[config.mk]
export PLATFORM = sky130hd
export DESIGN_NAME = multicycle_sequencer_flat
export DESIGN_NICKNAME = d
export VERILOG_FILES = /design/src/rtl/multicycle_sequencer_if.sv /design/src/rtl/multicycle_sequencer.sv /design/src/flat_wrapper.sv
export SDC_FILE = /design/constraint.sdc
export NUM_CORES = 1
export LEC_CHECK = 0
export CAP_MARGIN = 20
export CORE_MARGIN = 4
export CORE_UTILIZATION = 40
export CTS_BUF_LIST = sky130_fd_sc_hd__clkbuf_16
export DETAILED_ROUTE_END_ITERATION = 16
export PLACE_DENSITY = 0.69
export SLEW_MARGIN = 20
export SYNTH_ARGS = -nofsm -noshare
export SYNTH_HDL_FRONTEND = slang
export SYNTH_SLANG_ARGS = --single-unit
[constraint.sdc]
create_clock -name clk -period 3.5 [get_ports clk]
set_clock_uncertainty 0.1 [all_clocks]
set_input_delay 1.05 -clock clk [delete_from_list [all_inputs] [get_ports clk]]
set_output_delay 1.05 -clock clk [all_outputs]
set_load 0.01 [all_outputs]
[src/rtl/multicycle_sequencer_if.sv]
// Memory-side bus of the multi-cycle sequencer: instruction fetch and data access handshakes.
// The sequencer is the master; the memory subsystem is the slave.
interface multicycle_sequencer_if #(
    parameter int PC_W = 10
);
    logic            imem_req;
    logic [PC_W-1:0] imem_addr;
    logic            imem_ready;
    logic [8:0]      imem_data;
    logic            dmem_req;
    logic            dmem_we;
    logic            dmem_ready;

    modport master (
        output imem_req, imem_addr, dmem_req, dmem_we,
        input  imem_ready, imem_data, dmem_ready
    );

    modport slave (
        input  imem_req, imem_addr, dmem_req, dmem_we,
        output imem_ready, imem_data, dmem_ready
    );
endinterface

[src/rtl/multicycle_sequencer.sv]
// Multi-cycle fetch/decode/execute controller for the 9-bit ISA (type in instr[8:7]).
// Owns PC, IR and the retired counter; all enables decode from state and IR.
module multicycle_sequencer #(
    parameter int PC_W     = 10,
    parameter int START_PC = 0,
    parameter int CNT_W    = 16
) (
    input  logic                    clk,
    input  logic                    reset_n,
    input  logic                    start,
    multicycle_sequencer_if.master  mem,
    output logic [2:0]              alu_op,
    input  logic                    alu_zero,
    output logic                    reg_we,
    output logic [1:0]              wb_sel,
    output logic [8:0]              instr_out,
    output logic [PC_W-1:0]         pc_out,
    output logic                    busy,
    output logic                    halted,
    output logic [CNT_W-1:0]        retired
);

    typedef enum logic [2:0] {
        S_IDLE, S_FETCH, S_DECODE, S_EXEC, S_MEM, S_HALT
    } state_t;

    typedef enum logic [1:0] {
        T_R = 2'b00, T_M = 2'b01, T_B = 2'b10, T_S = 2'b11
    } itype_t;

    localparam logic [PC_W-1:0] PC_RESET = PC_W'(START_PC);

    state_t          state, state_nxt;
    logic [PC_W-1:0] pc, pc_nxt;
    logic [8:0]      ir;
    logic [CNT_W-1:0] retired_q;
    logic            ir_load;
    logic            retire;
    logic            restart;
    itype_t          itype;
    logic [PC_W-1:0] branch_off;

    assign itype      = itype_t'(ir[8:7]);
    assign branch_off = {{(PC_W-7){ir[6]}}, ir[6:0]};

    // NOTE: every signal driven here gets a default first, so no path can infer a latch.
    always_comb begin
        state_nxt    = state;
        pc_nxt       = pc;
        ir_load      = 1'b0;
        retire       = 1'b0;
        restart      = 1'b0;
        mem.imem_req = 1'b0;
        mem.dmem_req = 1'b0;
        mem.dmem_we  = 1'b0;
        reg_we       = 1'b0;
        wb_sel       = 2'd0;
        alu_op       = 3'd0;

        // alu_op is only meaningful (and only non-zero) while an instruction is in flight.
        if (state == S_DECODE || state == S_EXEC || state == S_MEM) begin
            unique case (itype)
                T_R:     alu_op = ir[6:4];
                T_B:     alu_op = 3'b001;
                T_M:     alu_op = 3'b000;
                T_S:     alu_op = 3'b000;
            endcase
        end

        unique case (state)
            S_IDLE, S_HALT: begin
                if (start) begin
                    restart   = 1'b1;
                    state_nxt = S_FETCH;
                end
            end
            S_FETCH: begin
                mem.imem_req = 1'b1;
                if (mem.imem_ready) begin
                    ir_load   = 1'b1;
                    state_nxt = S_DECODE;
                end
            end
            S_DECODE: begin
                unique case (itype)
                    T_R, T_B: state_nxt = S_EXEC;
                    T_M:      state_nxt = S_MEM;
                    T_S: begin
                        // The halt instruction retires here; the PC keeps its address.
                        if (ir[6:0] == 7'h7F) begin
                            retire    = 1'b1;
                            state_nxt = S_HALT;
                        end else begin
                            state_nxt = S_EXEC;
                        end
                    end
                endcase
            end
            S_EXEC: begin
                retire    = 1'b1;
                state_nxt = S_FETCH;
                pc_nxt    = pc + PC_W'(1);
                unique case (itype)
                    T_R: reg_we = 1'b1;
                    T_S: begin
                        reg_we = 1'b1;
                        wb_sel = 2'd2;
                    end
                    T_B: if (alu_zero) pc_nxt = pc + branch_off;
                    T_M: ;
                endcase
            end
            S_MEM: begin
                mem.dmem_req = 1'b1;
                mem.dmem_we  = ~ir[6];
                if (mem.dmem_ready) begin
                    reg_we    = ir[6];
                    wb_sel    = ir[6] ? 2'd1 : 2'd0;
                    retire    = 1'b1;
                    pc_nxt    = pc + PC_W'(1);
                    state_nxt = S_FETCH;
                end
            end
            default: state_nxt = S_IDLE;
        endcase
    end

    // NOTE: sequential state uses non-blocking assignments so every register samples pre-edge values.
    always_ff @(posedge clk or negedge reset_n) begin
        if (!reset_n) begin
            state     <= S_IDLE;
            pc        <= PC_RESET;
            ir        <= '0;
            retired_q <= '0;
        end else begin
            state <= state_nxt;
            if (ir_load) ir <= mem.imem_data;
            if (restart) begin
                pc        <= PC_RESET;
                retired_q <= '0;
            end else begin
                pc <= pc_nxt;
                if (retire && retired_q != '1) retired_q <= retired_q + CNT_W'(1);
            end
        end
    end

    assign mem.imem_addr = pc;
    assign pc_out        = pc;
    assign instr_out     = ir;
    assign retired       = retired_q;
    assign busy          = (state != S_IDLE) && (state != S_HALT);
    assign halted        = (state == S_HALT);

endmodule

[src/flat_wrapper.sv]
// flat-port wrapper written by rule: the top's interface ports become plain ports
module multicycle_sequencer_flat 
#(
    parameter int PC_W     = 10,
    parameter int START_PC = 0,
    parameter int CNT_W    = 16
)
  (clk, reset_n, start, alu_op, alu_zero, reg_we, wb_sel, instr_out, pc_out, busy, halted, retired, mem_imem_req, mem_imem_addr, mem_dmem_req, mem_dmem_we, mem_imem_ready, mem_imem_data, mem_dmem_ready);
  multicycle_sequencer_if #(.PC_W(PC_W)) mem_i ();
  input  logic clk;
  input  logic reset_n;
  input  logic start;
  output logic [2:0] alu_op;
  input  logic alu_zero;
  output logic reg_we;
  output logic [1:0] wb_sel;
  output logic [8:0] instr_out;
  output logic [PC_W-1:0] pc_out;
  output logic busy;
  output logic halted;
  output logic [CNT_W-1:0] retired;
  output wire logic [$bits(mem_i.imem_req)-1:0] mem_imem_req;
  output wire logic [$bits(mem_i.imem_addr)-1:0] mem_imem_addr;
  output wire logic [$bits(mem_i.dmem_req)-1:0] mem_dmem_req;
  output wire logic [$bits(mem_i.dmem_we)-1:0] mem_dmem_we;
  input wire logic [$bits(mem_i.imem_ready)-1:0] mem_imem_ready;
  input wire logic [$bits(mem_i.imem_data)-1:0] mem_imem_data;
  input wire logic [$bits(mem_i.dmem_ready)-1:0] mem_dmem_ready;
  assign mem_imem_req = mem_i.imem_req;
  assign mem_imem_addr = mem_i.imem_addr;
  assign mem_dmem_req = mem_i.dmem_req;
  assign mem_dmem_we = mem_i.dmem_we;
  assign mem_i.imem_ready = mem_imem_ready;
  assign mem_i.imem_data = mem_imem_data;
  assign mem_i.dmem_ready = mem_dmem_ready;
  multicycle_sequencer #(.PC_W(PC_W), .START_PC(START_PC), .CNT_W(CNT_W)) u_core (.clk(clk), .reset_n(reset_n), .start(start), .mem(mem_i), .alu_op(alu_op), .alu_zero(alu_zero), .reg_we(reg_we), .wb_sel(wb_sel), .instr_out(instr_out), .pc_out(pc_out), .busy(busy), .halted(halted), .retired(retired));
endmodule
==> results.cfg, run 1 <==
[cells_and_area]
final_nets = 388
n_antenna_cell = 0
area_growth_pct = 36.0
fill_cells = 586
finalNonFillerCells = 435
drive_gt1_share_pct = 7.54

[power_and_ir_drop]
p_seq_share_pct = 26.8
p_sw_mw = 1.14
p_per_area_mw_per_mm2 = 824
p_int_mw = 1.75
ir_drop_mv = 0.406
p_sw_share_pct = 39.4
comb_power_share_pct = 52.6
leakagePower_nw = 1.56
p_clk_share_pct = 20.6

[sta]
setup_ws_ns = 0.259
hold_viol = 0
final.setup.tns_ns = 0
holdWs_ns = 0.460
drv_slew = 0
fin_crit_sh_pct = 92.6
worstMarginPinSlew_ns = 0.866
max_freq_ghz = 0.309
min_period_ns = 3.24
setup_viol = 0
rsz0062_at_grt = false
relSlewSlack_pct = 42.3

[routing]
post_drt_wl_per_cell_um = 14.9
vias = 2316
vias_per_cell = 5.32
drtPass1Iterations = 4
wl_um = 6490
drt-initial-drc-count = 64
antenna_left = 0
drc = 0

[synth]
synth_top_cell_by_area = dfrtp_1
ys_warn_count = 0
yosysMostFrequentCell = dfrtp_1
syn_inst = 292
syn_nets = 323
synthTopCellsByArea = dfrtp_1, ha_1, nor2_1
syn_area_per_cell_sq_um = 8.84
ys_seq_area_share_pct = 36.8
yosysUniqueCellTypes = 49
synth-main-ff-cell = dfrtp_1
async_reset_ff_share_pct = 100
netlist_area_sq_mm = 0.00258
synth-seq-cells = 38
synth.top_cell.area_share_pct = 36.8
synth_edf_count = 0
synthTopCellsByCount = dfrtp_1, nor2_1, o21ai_0

[setup_path]
arrival_ns = 2.09
reg2reg_slack_ns = 1.02
reg2reg_from = u_core.instr_out[6]
timing.rr.end = u_core.retired[15]
crit_end = reg_we
required_ns = 2.35
path_max_fanout = 2
crit_path_start = mem_dmem_ready
worstSetupEndpointType = primary output
cp-start-kind = input pin
criticalPathCategory = in -> out
r2r_cells = 7

[grt]
grt_usage_pct = 17.4
grt_pass1_vias = 2250
gr-total-overflow = 0
grt_max_degree = 39
grt_pass1_wl_um = 10600
antenna_found_initial = 0

[placed_design]
place_congestion = 0.790
post-place-ws_ns = -0.0276
place_inst = 427
place_hpwl_um = 4850
numPortBuffers = 70

[floorplan]
die_y_um = 88.3
io_pins = 71
start_util_pct = 40.9
dieArea_sq_mm = 0.00780
rows = 29
die_x_um = 88.3
coreArea_sq_mm = 0.00631

[clocking]
cts_tree = yes
clock_sinks = 38
cts_buffers = 5
clk_path_buf_depth = 2
clk_latency_ns = 0.28
htree_levels = 2
path_clk_slew_ns = 0.06
cts_root_buf = clkbuf_16

[flow_run]
cap_violations = 0

[worst_hold_path]
min-delay-start = u_core.mem.imem_addr[9]
hold_path_class = reg -> reg

[status]
status = completed
## logic make-up (layout without fill, tap and decap cells)
group,after synthesis,count (layout),share of synthesized area [%]
flip-flops,38,38,36.8
XOR/XNOR,20,20,6.79
buffers and inverters,30,96,5.91
AND/OR/NAND/NOR,118,118,23.4
adder cells (fa/ha/maj),16,16,8.05
multiplexers,9,9,3.78
AO/OA/AOI/OAI,61,61,15.3
## metrics by stage
| step | utilization, % | power (mW) | instance area, sq um |
|---|---|---|---|
| global placement | 52.5 | 2.27 | 3320 |
| detailed placement | 52.5 | 2.31 | 3320 |
| finish | 55.6 | 2.89 | 3510 |
| floorplan | - | 1.69 | 2580 |
| CTS | 55.6 | 2.91 | 3510 |
| global route | 55.6 | 3.11 | 3510 |
## routing by layer
layer  global-route usage, %  vias to the layer above  wire length [um]
met1                    22.1                     1089              3000
met3                    4.10                        4               284
met2                    29.6                       59              3160
met4                    4.81                        0                46
met5                       0                        -                 0
li1                        -                     1164                 -
## layout make-up
class | instances | area (sq um) | share of cell area [%]
sequential | 38 | 951 | 27.1
clock inverter | 3 | 68.8 | 1.96
clock buffer | 5 | 125 | 3.56
timing repair buffer | 77 | 749 | 21.3
tap | 77 | 96.3 | 2.74
inverter | 11 | 42.5 | 1.21
multi-input combinational | 224 | 1480 | 42.1
## cell usage in the layout (no fill, tap or decap), types with 8 or more instances in the layout
cell type	n
a21oi_1	14
and3_1	12
clkdlybuf4s50_1	67
dfrtp_1	38
ha_1	15
inv_1	10
nand2_1	19
nand3_1	13
nor2_1	36
o21ai_0	22
xnor2_1	8
xor2_1	12
## worst max-delay path, cell delays in order
cell	delay, ns
clkdlybuf4s50_1	0.48
and3_1	0.18
o21bai_1	0.10
dlygate4sd2_1	0.28
## power by group through the flow
stage | registers (mW) | clock network, mW | logic [mW]
finish | 0.775 | 0.596 | 1.52
global route | 0.807 | 0.629 | 1.67
CTS | 0.776 | 0.607 | 1.53
detailed placement | 0.782 | 0 | 1.53
global placement | 0.772 | 0 | 1.50
floorplan | 0.786 | 0 | 0.908
## registers in the layout, summed over array words and instances, names as in the netlist
signal / flops
u_core.state: 3
u_core.retired: 16
u_core.mem.imem_addr: 10
u_core.instr_out: 9
## worst min path at each step
stage,to,slack [ns],depth (start not counted)
after floorplan,u_core.state[0],0.44,1
after global placement,u_core.mem.imem_addr[9],0.45,1
after detailed placement,u_core.mem.imem_addr[9],0.46,1
after CTS,u_core.mem.imem_addr[9],0.47,1
after global routing,u_core.instr_out[2],0.50,1
final,u_core.mem.imem_addr[9],0.46,1
## what timing repair did
item | in CTS | in global routing
hold buffers | 0 | 0
endpoints found under the setup margin | 1 | 1
resized for setup | 1 | 1
buffers inserted | 0 | 0
gates cloned | 0 | 0
(Power assumes the default switching activity.)
==> inputs of run 2 (changes only) <==
--- a/config.mk
+++ b/config.mk
@@ -10,7 +10,7 @@
 export CORE_UTILIZATION = 40
 export CTS_BUF_LIST = sky130_fd_sc_hd__clkbuf_16
 export DETAILED_ROUTE_END_ITERATION = 16
-export PLACE_DENSITY = 0.69
+export PLACE_DENSITY = 0.66
 export SLEW_MARGIN = 20
 export SYNTH_ARGS = -nofsm -noshare
 export SYNTH_HDL_FRONTEND = slang
==> constraint.sdc (replaced) <==
create_clock -name clk -period 4.2 [get_ports clk]
set_clock_uncertainty 0.1 [all_clocks]
set_input_delay 1.26 -clock clk [delete_from_list [all_inputs] [get_ports clk]]
set_output_delay 1.26 -clock clk [all_outputs]
set_load 0.01 [all_outputs]
==> run 2 against run 1 <==
Cell count fell by 1.1%. Wire length rose by 0.65%. Power fell by 22%. Clock power fell by 38%. Die area did not move. Worst hold slack improved by 0.0041 ns. First-iteration DRC count rose by 41%. Critical endpoint unchanged. Via count rose by 1.7%. Critical path depth did not move. Largest power group unchanged.
==> results.cfg, run 2 (synthesized netlist as in run 1, its figures left out) <==
[status]
status = completed

[worst_hold_path]
min-delay-start = u_core.mem.imem_addr[9]
hold_path_class = reg -> reg

[setup_path]
arrival_ns = 2.54
required_ns = 2.84
reg2reg_from = u_core.state[2]
crit_path_frequent_cell = clkdlybuf4s50_1
cp_top_family = buffers and inverters
crit_chain = clkdlybuf4s50_1 > and3_1 > o21bai_1 > clkdlybuf4s50_1
reg2reg_slack_ns = 1.55
cp_slowest_stage_delay_ns = 0.55
cp-start-kind = input pin
path_buf_inv = 2
worstSetupEndpointType = primary output
criticalPathCategory = in -> out
crit_path_start = mem_dmem_ready
path_max_fanout = 2
critical_path.slowest_cell = clkdlybuf4s50_1

[clocking]
path_clk_slew_ns = 0.06
cts_hold_buffers = 0
cts_resized = 0
cts_tree = yes
clk_path_buf_depth = 2
htree_levels = 2
cts_root_buf = clkbuf_16
clock_sinks = 38
cts_setup_buffers = 0
clk_latency_ns = 0.28
cts_buffers = 5

[cells_and_area]
mostFrequentLayoutCell = clkdlybuf4s50_1
ff_latch_area_sq_um = 951
n_antenna_cell = 0
layout_common_cells = clkdlybuf4s50_1, dfrtp_1, nor2_1, o21ai_0, nand2_1
fill_cells = 611
multi_input_area_sq_mm = 0.00148
drive_gt1_share_pct = 5.95
fin_util_pct = 54.2
final_nets = 383
largest_reg_flops = 16
final_area_sq_mm = 0.00342
area_growth_pct = 32.5

[sta]
hold_viol = 0
final.setup.tns_ns = 0
setup_viol = 0
worstMarginPinSlew_ns = 0.843
fin_crit_sh_pct = 92.9
relSlewSlack_pct = 43.8
rsz0062_at_grt = false
min_period_ns = 3.90
setup_ws_ns = 0.297
max_freq_ghz = 0.256
holdWs_ns = 0.464
drv_slew = 0

[floorplan]
dieArea_sq_mm = 0.00780
coreArea_sq_mm = 0.00631
die_x_um = 88.3
start_util_pct = 40.9
die_y_um = 88.3
io_pins = 71
rows = 29

[grt]
grt_max_degree = 39
grt_usage_pct = 17.9
gr-total-overflow = 0
antenna_found_initial = 0
grt_pass1_wl_um = 11000
grt_pass1_vias = 2308

[power_and_ir_drop]
p_sw_share_pct = 41.6
p_sw_mw = 0.942
p_clk_share_pct = 16.2
comb_power_share_pct = 54.5
p_int_mw = 1.32
p_seq_share_pct = 29.3
leakagePower_nw = 1.49
p_per_area_mw_per_mm2 = 662
ir_drop_mv = 0.362

[routing]
drc = 0
post_drt_wl_per_cell_um = 15.2
vias_per_cell = 5.48
drtPass1Iterations = 4
drt-initial-drc-count = 90
antenna_left = 0
wl_um = 6530
vias = 2355

[placed_design]
place_congestion = 0.822
post-place-ws_ns = 0.296
place_area_sq_mm = 0.00328
numPortBuffers = 70
place_hpwl_um = 4810

[flow_run]
cap_violations = 0
-- run 2: cell types whose count changed in the layout (fill, tap and decap cells not counted), sizes merged --
cell and change:
buf -5, dlygate4sd2 -1, bufinv -2, clkinvlp +1
clkdlybuf4s50 +2, clkinv +1, dlymetal6s2s -1
-- run 2: through the flow --
step | instances | total power [mW]
floorplan | 292 | 1.41
global placement | 422 | 1.88
detailed placement | 422 | 1.90
CTS | 430 | 2.28
global route | 430 | 2.47
finish | 430 | 2.26
-- run 2: metal layers --
layer  track usage (%)  share of wire, %
met4              5.36              0.93
met1              24.2                46
met3              4.19               5.6
met2              28.5                48
met5                 0                 0
-- run 2: worst reg2reg max path, cell delays in order, from the launching register on --
cell	delay (ns)
dfrtp_1	0.62
or3b_4	0.48
clkinv_2	0.10
a22o_4	0.18
o22a_1	0.32
and4_1	0.33
nand4_1	0.14
xnor2_1	0.14
nor2b_1	0.12
-- run 2: layout make-up --
type	instances	share of cell area [%]
multi-input combinational	224	43.2
tap	77	2.82
inverter	11	1.24
clock inverter	3	0.476
sequential	38	27.8
timing repair buffer	72	20.8
clock buffer	5	3.66
-- run 2: final timing paths --
| path | to | cells after the start |
|---|---|---|
| min in group asynchronous | u_core.mem.imem_addr[2] | 1 |
| min reg2reg | u_core.mem.imem_addr[9] | 1 |
| min | u_core.mem.imem_addr[9] | 1 |
| max reg2reg | u_core.retired[15] | 8 |
| max | reg_we | 4 |
| max in group asynchronous | u_core.retired[11] | 1 |
-- run 2: power by group through the flow --
stage / Sequential (mW) / Combinational, mW / Clock (mW)
finish: 0.663 / 1.23 / 0.367
global route: 0.691 / 1.38 / 0.400
CTS: 0.665 / 1.24 / 0.376
detailed placement: 0.670 / 1.23 / 0
global placement: 0.665 / 1.21 / 0
floorplan: 0.655 / 0.756 / 0
==> inputs of run 3 (changes only) <==
--- a/config.mk
+++ b/config.mk
@@ -11,7 +11,6 @@
 export CTS_BUF_LIST = sky130_fd_sc_hd__clkbuf_16
 export DETAILED_ROUTE_END_ITERATION = 16
 export PLACE_DENSITY = 0.66
-export SLEW_MARGIN = 20
 export SYNTH_ARGS = -nofsm -noshare
 export SYNTH_HDL_FRONTEND = slang
 export SYNTH_SLANG_ARGS = --single-unit
==> results of run 3 <==
No change in the layout: final DEF, timing and power equal those of run 2.
